`src/rtl/seq_bin_to_bcd_pkg.sv`:
```
// Shared definitions for the sequential binary-to-BCD converter:
// FSM encodings and the double-dabble digit adjustment constants.
package seq_bin_to_bcd_pkg;

    localparam int unsigned DIGIT_W = 4;

    localparam logic [DIGIT_W-1:0] ADJ_THRESH = 4'd5;
    localparam logic [DIGIT_W-1:0] ADJ_ADD    = 4'd3;

    // Encoding 2'd3 is unused and recovers to IDLE.
    typedef enum logic [1:0] {
        IDLE  = 2'd0,
        SHIFT = 2'd1,
        DONE  = 2'd2
    } state_e;

endpackage : seq_bin_to_bcd_pkg

```
`src/rtl/seq_bin_to_bcd_digit_adjust.sv`:
```
// Combinational double-dabble cell: adds 3 to a BCD digit of 5 or more
// so that the following left shift carries correctly into the next digit.
module bcd_digit_adjust
    import seq_bin_to_bcd_pkg::*;
(
    input  logic [DIGIT_W-1:0] digit_in,
    output logic [DIGIT_W-1:0] digit_out
);

    // Add-3 correction; 5..9 map to 8..12, which never wraps in 4 bits.
    always_comb begin
        digit_out = digit_in;
        if (digit_in >= ADJ_THRESH) begin
            digit_out = digit_in + ADJ_ADD;
        end else begin
            digit_out = digit_in;
        end
    end

endmodule : bcd_digit_adjust

```
`src/rtl/seq_bin_to_bcd.sv`:
```
// Sequential double-dabble converter: one input bit per clock, start/busy/done
// handshake, with bcd/overflow registered and updated only on completion.
module seq_bin_to_bcd
    import seq_bin_to_bcd_pkg::*;
#(
    parameter int unsigned BIN_W  = 16,
    parameter int unsigned DIGITS = 5
) (
    input  logic                        clk,
    input  logic                        reset,
    input  logic                        start,
    input  logic [BIN_W-1:0]            bin,
    output logic                        busy,
    output logic                        done,
    output logic [DIGIT_W*DIGITS-1:0]   bcd,
    output logic                        overflow
);

    localparam int unsigned BCD_W = DIGIT_W * DIGITS;
    localparam int unsigned CNT_W = (BIN_W > 1) ? $clog2(BIN_W) : 1;
    localparam logic [CNT_W-1:0] CNT_LAST = CNT_W'(BIN_W - 1);

    state_e             state_q, state_d;
    logic [BIN_W-1:0]   shift_q, shift_d;
    logic [BCD_W-1:0]   work_q, work_d;
    logic               ovf_acc_q, ovf_acc_d;
    logic [CNT_W-1:0]   cnt_q, cnt_d;
    logic [BCD_W-1:0]   bcd_q, bcd_d;
    logic               overflow_q, overflow_d;
    logic               done_q, done_d;
    logic               busy_q, busy_d;
    logic [BCD_W-1:0]   adj_s;

    for (genvar g = 0; g < DIGITS; g++) begin : g_adj
        bcd_digit_adjust u_adj (
            .digit_in  (work_q[g*DIGIT_W +: DIGIT_W]),
            .digit_out (adj_s[g*DIGIT_W +: DIGIT_W])
        );
    end

    // Next-state, shift datapath and output-register update logic.
    always_comb begin
        state_d    = state_q;
        shift_d    = shift_q;
        work_d     = work_q;
        ovf_acc_d  = ovf_acc_q;
        cnt_d      = cnt_q;
        bcd_d      = bcd_q;
        overflow_d = overflow_q;
        done_d     = 1'b0;

        case (state_q)
            IDLE: begin
                if (start) begin
                    shift_d   = bin;
                    work_d    = '0;
                    ovf_acc_d = 1'b0;
                    cnt_d     = '0;
                    state_d   = SHIFT;
                end else begin
                    state_d   = IDLE;
                end
            end
            SHIFT: begin
                {work_d, shift_d} = {adj_s[BCD_W-2:0], shift_q, 1'b0};
                ovf_acc_d = ovf_acc_q | adj_s[BCD_W-1];
                cnt_d     = cnt_q + CNT_W'(1);
                if (cnt_q == CNT_LAST) begin
                    state_d = DONE;
                end else begin
                    state_d = SHIFT;
                end
            end
            DONE: begin
                bcd_d      = work_q;
                overflow_d = ovf_acc_q;
                done_d     = 1'b1;
                state_d    = IDLE;
            end
            default: begin
                state_d = IDLE;
            end
        endcase

        busy_d = (state_d != IDLE);
    end

    // State and datapath registers with asynchronous reset.
    always_ff @(posedge clk or posedge reset) begin
        if (reset) begin
            state_q    <= IDLE;
            shift_q    <= '0;
            work_q     <= '0;
            ovf_acc_q  <= 1'b0;
            cnt_q      <= '0;
            bcd_q      <= '0;
            overflow_q <= 1'b0;
            done_q     <= 1'b0;
            busy_q     <= 1'b0;
        end else begin
            state_q    <= state_d;
            shift_q    <= shift_d;
            work_q     <= work_d;
            ovf_acc_q  <= ovf_acc_d;
            cnt_q      <= cnt_d;
            bcd_q      <= bcd_d;
            overflow_q <= overflow_d;
            done_q     <= done_d;
            busy_q     <= busy_d;
        end
    end

    assign busy     = busy_q;
    assign done     = done_q;
    assign bcd      = bcd_q;
    assign overflow = overflow_q;

endmodule : seq_bin_to_bcd

```
`config.mk`:
```
export PLATFORM = sky130hd
export DESIGN_NAME = seq_bin_to_bcd
export DESIGN_NICKNAME = d
export VERILOG_FILES = /design/src/rtl/seq_bin_to_bcd_pkg.sv /design/src/rtl/seq_bin_to_bcd_digit_adjust.sv /design/src/rtl/seq_bin_to_bcd.sv
export SDC_FILE = /design/constraint.sdc
export NUM_CORES = 1
export LEC_CHECK = 0
export CORE_UTILIZATION = 41
export DETAILED_ROUTE_END_ITERATION = 8
export DONT_BUFFER_PORTS = 1
export HOLD_SLACK_MARGIN = 0.05
export PLACE_DENSITY = 0.61
export SETUP_SLACK_MARGIN = 0.15
export SLEW_MARGIN = 25
export SYNTH_ARGS = -nofsm -noshare
export SYNTH_HDL_FRONTEND = slang
export SYNTH_SLANG_ARGS = --single-unit
```
`constraint.sdc`:
```
create_clock -name clk -period 6.5 [get_ports clk]
set_input_delay 1.3 -clock clk [delete_from_list [all_inputs] [get_ports clk]]
set_output_delay 1.3 -clock clk [all_outputs]
set_load 0.05 [all_outputs]
```
* After elaboration in Yosys (flattened, before gate mapping)
Cells that the tools add are included.
** Word-level totals
- Register bits :: 66
- Input port bits :: 19
- Output and inout port bits :: 23
- Word-level logic and storage cells :: 46
** Operators by class
- Add/subtract/negate cells :: 6
- Magnitude comparators :: 5
- Equality and inequality tests :: 4
- Multiplexer cells :: 17
- Bitwise operators :: 1
- Reductions and logical operators :: 4
** Operators with widths (number)
- $pmux W20 S2 :: 1
- $pmux W16 S2 :: 1
- $mux W4 :: 6
- $add A4 B2 Y4 const B :: 5
- $ge A4 B3 Y1 const B :: 5
- $mux W20 :: 1
- $mux W16 :: 1
- $pmux W4 S2 :: 1
- $add A4 B1 Y4 const B :: 1
- $eq A4 B4 Y1 const B :: 1
- $pmux W2 S2 :: 1
- $reduce_bool A2 Y1 :: 2
- $mux W1 :: 3
- $eq A2 B1 Y1 const B :: 1
- $eq A2 B2 Y1 const B :: 1
- $logic_not A2 Y1 :: 1
- $mux W2 :: 1
- $ne A2 B2 Y1 const B :: 1
- $pmux W1 S2 :: 1
- $reduce_and A2 Y1 :: 1
- $or A1 B1 Y1 :: 1

* Longest topological paths before layout
Gate-level depths: netlist of the first run.
- Depth after elaboration :: 4
- Gate-level depth with buffers :: 7
- Gate-level depth less buffers :: 6

* Modules after synthesis
Synthesis of the first run repeated with hierarchy kept, for this count alone.
** Second synthesis, totals
- Cell total of the unflattened synthesis :: 316
- Area, all modules :: 3123.0 um^2
** Modules (own cells, without submodules)
- seq_bin_to_bcd :: times used 1, cells an instance 236, area each 2616.3 um^2, sequential area each 1651.6 um^2
- bcd_digit_adjust :: times used 5, cells an instance 16, area each 101.3 um^2, sequential area each 0.0 um^2

* Least setup slack after synthesis of the first run
Ideal clock, no wire load.
- Kind :: input to register
- From :: in start
- To :: reg shift_q[1]
- Library setup time :: 0.121 ns
- Arrival time :: 2.117 ns
- Data required time :: 6.379 ns
- Slack :: 4.263 ns
- Stages :: 5
- Buffers on the path :: 2
- Cells stage by stage :: or3b_1 -> buf_2 -> buf_2 -> o22ai_1 -> nor2_1
** Between the ends
- Cells in the longest elaborated chain, start to end :: 2
** Ends and longest elaborated chain
- start, declared :: RTL line seq_bin_to_bcd.sv:11 : input logic start,
- $ne A2 B2 Y1 (no line)
- $reduce_and A2 Y1 (no line)
- end signal, assigned :: RTL line seq_bin_to_bcd.sv:102 : shift_q <= shift_d;
- end, declared :: RTL line seq_bin_to_bcd.sv:24 : logic [BIN_W-1:0] shift_q, shift_d;
No other way between the ends.
A chain may end at the register's enable or synchronous reset.

* Worst setup path after layout of the first run
- From :: reg bcd_q[2], in the netlist bcd[2]
- To :: out bcd[2]
** RTL lines
- start, declared :: RTL line seq_bin_to_bcd.sv:28 : logic [BCD_W-1:0] bcd_q, bcd_d;
- start signal, assigned :: RTL line seq_bin_to_bcd.sv:96 : bcd_q <= '0;
- start signal, assigned :: RTL line seq_bin_to_bcd.sv:106 : bcd_q <= bcd_d;
- end, declared :: RTL line seq_bin_to_bcd.sv:15 : output logic [DIGIT_W*DIGITS-1:0] bcd,
No word-level cell between the ends.

==> results of run 1 <==
## worst paths after layout
path | end | startpoint | slack, ns | depth (start not counted)
setup / recovery | bcd[2] | bcd[2]$_DFFE_PP0P_ | 4.22 | 0
hold / removal | work_q[0]$_DFFE_PP0P_ | shift_q[15]$_DFFE_PP0P_ | 0.47 | 2
setup reg to reg | work_q[19]$_DFFE_PP0P_ | state_q[0]$_DFF_PP0_ | 4.47 | 6
hold reg to reg | work_q[0]$_DFFE_PP0P_ | shift_q[15]$_DFFE_PP0P_ | 0.47 | 2
max in group asynchronous | cnt_q[2]$_DFFE_PP0P_ | reset | 4.88 | 2
min in group asynchronous | bcd[3]$_DFFE_PP0P_ | reset | 1.08 | 2
## stage by stage
stage	cell area [µm²]	util (%)	total power, mW
floorplan	2980	-	1.342
global placement	3043	44.06	1.431
detailed placement	3048	44.13	1.450
CTS	3246	46.99	1.801
global route	3246	46.99	1.912
finish	3246	46.99	1.781
## cell usage after synthesis
master,count
a22o_1,6
nor2_1,30
mux2i_1,5
o22ai_2,5
a32o_1,5
or3b_1,1
xnor2_1,5
nand3_1,3
a21oi_1,5
inv_1,11
o31ai_1,7
nor2b_1,2
mux2_2,21
inv_4,1
nand2b_1,6
nand4_1,1
a22oi_1,1
clkbuf_1,1
o21ai_0,9
nor2_8,1
o32ai_1,4
o22ai_1,14
buf_2,9
xor2_1,5
nor3b_4,1
ha_1,11
nand2_1,10
buf_6,3
dfrtp_1,66
## final cells by class
| cell class | instances | share of cell area (%) |
|---|---|---|
| Clock buffer | 14 | 5.012 |
| Clock inverter | 2 | 1.079 |
| Inverter | 12 | 1.465 |
| Multi-Input combinational cell | 158 | 37.16 |
| Sequential cell | 66 | 50.89 |
| Tap cell | 96 | 3.701 |
| Timing Repair Buffer | 3 | 0.6939 |
## kinds of logic (layout without fill, tap and decap cells)
logic type	count (synthesis)	after routing	share of synthesized area, %
and+or+nand+nor	55	55	9.026
AOI/OAI and AO/OA	56	56	14.02
buffers and inverters	25	31	4.366
DFF	66	66	55.42
muxes	26	26	9.614
xor gates and xnor gates	10	10	2.939
adders and majority gates	11	11	4.618
## routing by layer
layer | GRT usage (%) | vias to the layer above | wire [µm]
li1 | - | 884 | -
met1 | 20.13 | 909 | 2570
met2 | 22.87 | 35 | 2306
met3 | 4.265 | 17 | 222
met4 | 9.985 | 0 | 180
met5 | 0 | - | 0
## registers in the layout, summed over array words and instances, names as in the netlist
name / cells
shift_q: 16
ovf_acc_q: 1
work_q: 20
done: 1
overflow: 1
busy: 1
bcd: 20
state_q: 2
cnt_q: 4
## power by group through the flow
stage / registers [mW] / logic (mW) / clock network [mW]
2_1_floorplan: 0.823 / 0.519 / 0
3_3_place_gp: 0.860 / 0.571 / 0
3_5_place_dp: 0.864 / 0.585 / 0
4_1_cts: 0.857 / 0.590 / 0.354
5_1_grt: 0.881 / 0.660 / 0.371
6_report: 0.855 / 0.582 / 0.344
==> results_dict.tcl, run 1 <==
set metrics [dict create \
    status "finished clean" \
    clock_latency_ns 0.34 \
    cts_made_buffers 9 \
    ys_seq_elements 66 \
    start_kind "flip-flop" \
    n_antenna_cell 0 \
    clockPowerShare_pct 19.3 \
    synth_top_cell_by_area "dfrtp_1" \
    layout_common_cells "dfrtp_1, nor2_1, mux2_2, o22ai_1" \
    detail_route.vias_per_cell 5.256 \
    cts.sinks 66 \
    die-area_um2 7614 \
    p_int_mw 1.053 \
    grt_pass1_wl_um 8914 \
    finalWorstSetupSlack_ns 4.220 \
    placedCellCount 335 \
    fp.coreArea_um2 6907 \
    crit_arrival_ns 0.98 \
    ios 42 \
    synth_area_leaders "dfrtp_1, mux2_2, ha_1" \
    critical_path_required_ns 5.20 \
    syn2layout_area_growth_pct 8.900 \
    ctsResizeCount 0 \
    fin_crit_sh_pct 35.07 \
    critPathCaptureType "primary output" \
    layout_commonest_cell "dfrtp_1" \
    routed_wl_um 5281 \
    swShare_pct 40.91 \
    setup_tns_ns 0 \
    port_buffers 0 \
    synthesis.area_um2 2980 \
    start_util_pct 43.15 \
    yosys_warnings 0 \
    rows 30 \
    num-fill-cells 649 \
    slew_headroom_pct 45.82 \
    multi_input_area_um2 1206 \
    ys_seq_area_share_pct 55.42 \
    hold_violations 0 \
    max-cap-violations 0 \
    fin_cells 351 \
    num_vias 1845 \
    path_clk_slew_ns 0.07 \
    rsz0062_at_grt "no" \
    ys_types 29 \
    setup_viol 0 \
    first_global_vias 1900 \
    critPathKind "reg -> out" \
    drv_slew 0 \
    combPwrFrac_pct 32.7 \
    p_seq_share_pct 48.0 \
    root_buffer "clkbuf_8" \
    synth_top_area_share_pct 55.42 \
    grt_max_degree 67 \
    cts_hold_buffers 0 \
    drtAntennaViolNets 0 \
    clock_skew_ns 0.007821 \
    drt_iter0_markers 118 \
    p_per_area_nw_per_um2 548.8 \
    gp_congestion 0.7000 \
    gr-total-overflow 0 \
    hold_class "reg -> reg" \
    fmax_ghz 0.4387 \
    dp_slack_ns 4.004 \
    holdWs_ns 0.4719 \
    drcViolationCount 0 \
    path_max_fanout 2 \
    die-height_um 87.26 \
    worstMarginPinSlew_ns 0.8126 \
    track_usage_pct 15.54 \
    antenna_found_initial 0 \
    cts_setup_buffers 0 \
    cts_tree "done" \
    wl_per_cell_um 15.05 \
    layout_min_cycle_time_ns 2.280 \
    synth_cells 249 \
    avgSynthCellArea_um2 11.97 \
    synth_nets 279 \
    cts_max_level 3 \
    clockBufferDepth 2 \
    first_pass_iters 4 \
    drive_gt1_share_pct 18.43 \
    p_sw_mw 0.7287 \
    dp.final_hpwl_um 3353 \
    regArea_um2 1652 \
    irDropWorstVdd_uv 158.8 \
    final_nets 280 \
    p_leak_nw 1.405 \
    die_w_um 87.26 \
]
No activity file was read; power rests on OpenSTA's default activity.
==> run 2: changes to the inputs <==
Clock period 6.5 ns to 2.1 ns, I/O delays scaled along.
==> run 2 against run 1 <==
  * Non-clock buffer count grew 4
  * Register-to-register slack worse by 4.1 ns
  * Sequential cell count unchanged
  * First-iteration DRC count down 34%
  * Routed wire length rose by 1.8%
  * Largest cell class unchanged
  * Final cell count is 0.85% higher
  * Die area is the same
  * Clock power rose to 2.7 times the previous value
  * Critical path type is now reg -> reg
==> results_dict.tcl, run 2 (same netlist as run 1, synthesis figures left out) <==
set metrics [dict create \
    multi_input_area_um2 1201 \
    clock_latency_ns 0.34 \
    crit_slowest_cell "dfrtp_1" \
    path_max_fanout 29 \
    path_clk_slew_ns 0.07 \
    hold_class "in -> reg" \
    slew_headroom_pct 55.40 \
    start_util_pct 43.15 \
    hold_violations 0 \
    worstMarginPinSlew_ns 0.6690 \
    fp.coreArea_um2 6907 \
    dp.final_hpwl_um 3430 \
    wl_per_cell_um 15.18 \
    syn2layout_area_growth_pct 9.908 \
    critPathCaptureType "flip-flop" \
    root_buffer "clkbuf_8" \
    crit_arrival_ns 1.92 \
    cp_cell_sequence "nor3b_4 -> nor2_8 -> inv_4 -> o31ai_1 -> a32o_1" \
    die-height_um 87.26 \
    drtAntennaViolNets 0 \
    die-area_um2 7614 \
    cts_max_level 3 \
    critPathKind "reg -> reg" \
    grt_max_degree 67 \
    drt_iter0_markers 78 \
    rows 30 \
    layout_min_cycle_time_ns 1.697 \
    fmax_ghz 0.5894 \
    final_nets 284 \
    num_vias 1841 \
    dp_slack_ns 0.4104 \
    cts.sinks 66 \
    irDropWorstVdd_uv 522.7 \
    critical_path_required_ns 2.32 \
    holdWs_ns 0.2358 \
    setup_viol 0 \
    max-cap-violations 0 \
    status "finished clean" \
    regArea_um2 1652 \
    fin_crit_sh_pct 80.79 \
    rsz0062_at_grt "no" \
    antenna_found_initial 0 \
    drv_slew 0 \
    layout_commonest_cell "dfrtp_1" \
    start_kind "flip-flop" \
    cts_tree "done" \
    cts_made_buffers 9 \
    ctsResizeCount 0 \
    first_global_vias 1773 \
    drcViolationCount 0 \
    num-fill-cells 664 \
    die_w_um 87.26 \
    p_per_area_nw_per_um2 1657 \
    layout_common_cells "dfrtp_1, nor2_1, mux2_2, o22ai_1" \
    cp_slowest_stage_delay_ns 0.43 \
    setup_tns_ns 0 \
    drive_gt1_share_pct 19.38 \
    clockBufferDepth 2 \
    p_leak_nw 1.413 \
    first_pass_iters 4 \
    clock_skew_ns 0.01010 \
    grt_pass1_wl_um 8742 \
    detail_route.vias_per_cell 5.201 \
    gr-total-overflow 0 \
    track_usage_pct 15.47 \
    routed_wl_um 5374 \
    finalWorstSetupSlack_ns 0.4033 \
    port_buffers 0 \
    n_antenna_cell 0 \
    ios 42 \
    gp_congestion 0.7912 \
]
==> run 2: changes by cell type in the layout (fill, tap and decap cells not counted) <==
cell and change:
nor2b_4 -1, nor2b_2 +1, clkbuf_1 -1, buf_4 +1, buf_12 +2, clkinvlp_4 +2
inv_2 -1, bufinv_16 -1, dlygate4sd3_1 +1
==> run 2: worst paths after layout <==
check	start	to	slack, ns	depth (start not counted)
min	bin[0]	shift_q[0]$_DFFE_PP0P_	0.24	1
max reg2reg	state_q[1]$_DFF_PP0_	work_q[7]$_DFFE_PP0P_	0.40	5
max	state_q[1]$_DFF_PP0_	work_q[7]$_DFFE_PP0P_	0.40	5
min in group asynchronous	reset	bcd[2]$_DFFE_PP0P_	0.64	3
max in group asynchronous	reset	work_q[7]$_DFFE_PP0P_	1.15	3
min reg2reg	shift_q[15]$_DFFE_PP0P_	shift_q[15]$_DFFE_PP0P_	0.49	2
==> run 2: metal layers <==
| metal | GRT usage, % | up-vias | part of all wire [%] |
|---|---|---|---|
| li1 | - | 897 | - |
| met4 | 9.389 | 0 | 2.5 |
| met5 | 0 | - | 0 |
| met1 | 21.00 | 902 | 51 |
| met2 | 22.02 | 30 | 43 |
| met3 | 4.076 | 12 | 3.7 |
==> run 2: layout make-up <==
class,instances,area share (%)
inverter,12,1.566
sequential,66,50.42
multi-input combinational,158,36.67
tap,96,3.667
clock inverter,2,0.3820
clock buffer,13,4.851
timing repair buffer,7,2.445
==> run 2: power by group <==
part	switching (mW)	total (mW)	internal, mW
clock network	0.455	0.941	0.485
logic	0.948	1.85	0.897
registers	0.861	2.64	1.78
total	2.26	5.43	3.16
==> run 2: repair_timing <==
action | 4_1_cts | 5_1_grt
buffers inserted | 0 | 0
hold endpoints to repair | 1 | 0
setup endpoints to repair | 0 | 0
hold buffers | 1 | 0
==> run 2: critical path: cells and delay by family (launching register included) <==
| family | cells | cell delay, ns |
|---|---|---|
| and+or+nand+nor | 2 | 0.49 |
| buffers and inverters | 1 | 0.30 |
| AOI/OAI and AO/OA | 2 | 0.35 |
| DFF | 1 | 0.43 |
==> run 2: metrics by stage <==
step	power (mW)	cells	util [%]	instance area [µm²]
3_5_place_dp	4.526	338	44.80	3094
5_1_grt	5.815	354	47.43	3276
6_report	5.428	354	47.43	3276
4_1_cts	5.477	354	47.43	3276
2_1_floorplan	4.156	249	-	2984
3_3_place_gp	4.480	338	44.80	3094
==> run 3: changes to the inputs <==
Settings changed: PLACE_DENSITY 0.61 to 0.63.
Clock period 2.1 ns to 1.55 ns, I/O delays scaled along.
==> run 3 against run 2 <==
  * Global-route usage up 2.0 points
  * Design area up 21%
  * Clock skew down 0.0031 ns
  * Die area unchanged
  * Routed wire length up 24%
  * Register-to-register slack worse by 0.30 ns
  * Final cell count up 14%
  * Maximum frequency up 17%
  * Clock power up 42%
  * Sequential power up 39%
  * First-iteration DRC count up 24%
  * Total power up 68%
  * Largest cell class unchanged
  * Highest routed layer unchanged
==> results_dict.tcl, run 3 (same netlist as run 1, synthesis figures left out) <==
set metrics [dict create \
    cts.sinks 66 \
    clockPowerShare_pct 14.7 \
    fp.coreArea_um2 6907 \
    routed_wl_um 6675 \
    layout_common_cells "dfrtp_1, buf_4, nor2_1, mux2_2, o22ai_1" \
    r2r_end "bcd[10]$_DFFE_PP0P_" \
    p_per_area_nw_per_um2 2297 \
    ios 42 \
    track_usage_pct 17.44 \
    dp.final_hpwl_um 3908 \
    drive_gt1_share_pct 45.60 \
    cts_tree "done" \
    start_util_pct 43.15 \
    p_seq_share_pct 40.4 \
    drtAntennaViolNets 0 \
    slew_headroom_pct 65.67 \
    die-area_um2 7614 \
    hold_class "in -> reg" \
    reg2reg_depth 4 \
    p_leak_nw 1.695 \
    status "finished clean" \
    fmax_ghz 0.6907 \
    clock_skew_ns 0.007033 \
    port_buffers 0 \
    regToRegSetupSlack_ns 0.10 \
    power_mw 9.111 \
    antenna_found_initial 0 \
    start_kind "flip-flop" \
    cts_max_level 3 \
    drcViolationCount 0 \
    swShare_pct 40.67 \
    die-height_um 87.26 \
    placedCellCount 355 \
    irDropWorstVdd_uv 768.2 \
    hold_path_depth 2 \
    critical_path_required_ns 1.77 \
    first_global_vias 2002 \
    gr-total-overflow 0 \
    final_nets 332 \
    hold_violations 0 \
    layout_min_cycle_time_ns 1.448 \
    setup_viol 0 \
    fin_cells 403 \
    holdPathEnd "shift_q[15]$_DFFE_PP0P_" \
    first_pass_iters 4 \
    syn2layout_area_growth_pct 33.08 \
    fin_crit_sh_pct 93.41 \
    path_clk_slew_ns 0.07 \
    max-cap-violations 0 \
    root_buffer "clkbuf_8" \
    num-fill-cells 596 \
    p_sw_mw 3.706 \
    grt_pass1_wl_um 9867 \
    combPwrFrac_pct 44.9 \
    critPathCaptureType "flip-flop" \
    cts_made_buffers 9 \
    startpoint "state_q[0]$_DFF_PP0_" \
    gp_congestion 0.7902 \
    finish.utilization_pct 57.43 \
    layout_commonest_cell "dfrtp_1" \
    worstMarginPinSlew_ns 0.5150 \
    rsz0062_at_grt "yes" \
    num_vias 2031 \
    r2r-start "state_q[0]$_DFF_PP0_" \
    crit_arrival_ns 1.67 \
    min_from "bin[15]" \
    die_w_um 87.26 \
    clock_latency_ns 0.34 \
    wl_per_cell_um 16.56 \
    drt_iter0_markers 97 \
    detail_route.vias_per_cell 5.040 \
    drv_slew 0 \
    rows 30 \
    grt_max_degree 27 \
    n_antenna_cell 0 \
    path_max_fanout 11 \
    clockBufferDepth 2 \
    p_int_mw 5.405 \
    critPathKind "reg -> reg" \
    holdWs_ns 0.1070 \
]
run 3: changes by cell type in the layout (fill, tap and decap cells not counted), moves of 6 or more:
cell	before	now
buf_4	4	43
ha_1	11	2
ha_4	0	8
inv_1	10	0
inv_2	0	10
nand2b_1	6	0
run 3: worst max-delay path by stage:
| stage | slack (ns) | end | depth (start not counted) |
|---|---|---|---|
| 6_report | 0.10 | bcd[10]$_DFFE_PP0P_ | 4 |
| 5_1_grt | 0.07 | work_q[2]$_DFFE_PP0P_ | 6 |
| 4_1_cts | 0.15 | work_q[10]$_DFFE_PP0P_ | 6 |
| 3_5_place_dp | -0.05 | work_q[18]$_DFFE_PP0P_ | 6 |
| 3_3_place_gp | -0.06 | work_q[18]$_DFFE_PP0P_ | 6 |
| 2_1_floorplan | 0.16 | shift_q[1]$_DFFE_PP0P_ | 5 |
run 3: what timing repair did:
action | in CTS | in global routing
hold buffers | 1 | 0
hold endpoints to repair | 18 | 0
gates resized for setup | 21 | 46
buffers inserted | 15 | 15
setup endpoints to repair | 33 | 54
cloned | 0 | 1
pin swaps | 9 | 17
run 3: layer usage:
layer | up-vias | part of all wire (%) | track usage (%)
li1 | 993 | - | -
met1 | 1005 | 46 | 22.49
met3 | 10 | 2.8 | 4.739
met5 | - | 0 | 0
met2 | 23 | 50 | 27.56
met4 | 0 | 1.6 | 7.601
run 3: layout make-up:
cell class,count,area [µm²],area share (%)
clock buffer,14,172.7,4.353
tap,96,120.1,3.028
multi-input combinational,158,1438,36.25
clock inverter,2,10.01,0.2524
inverter,12,56.30,1.420
sequential,66,1655,41.74
timing repair buffer,55,514.2,12.97
run 3: power by group through the flow:
stage               Clock (mW)  Combinational (mW)  Sequential [mW]
floorplan                    0                2.18             3.45
global placement             0                2.72             3.62
detailed placement           0                2.79             3.62
CTS                       1.38                3.24             3.61
global route              1.46                4.47             3.79
finish                    1.34                4.09             3.68
run 3: worst max-delay path, cell delays in order, from the launching register on:
cell       delay, ns
dfrtp_2         0.43
buf_4           0.16
nor2b_4         0.20
clkbuf_16       0.21
mux2_2          0.33
run 3: through the flow:
step	cell area, µm²	setup TNS (ns)	setup slack, ns
final	3966	0	0.1022
after global routing	3966	0	0.06949
after CTS	3610	0	0.1516
after detailed placement	3247	-0.05874	-0.04967
after global placement	3247	-0.05801	-0.05801
after floorplan	2984	0	0.1594
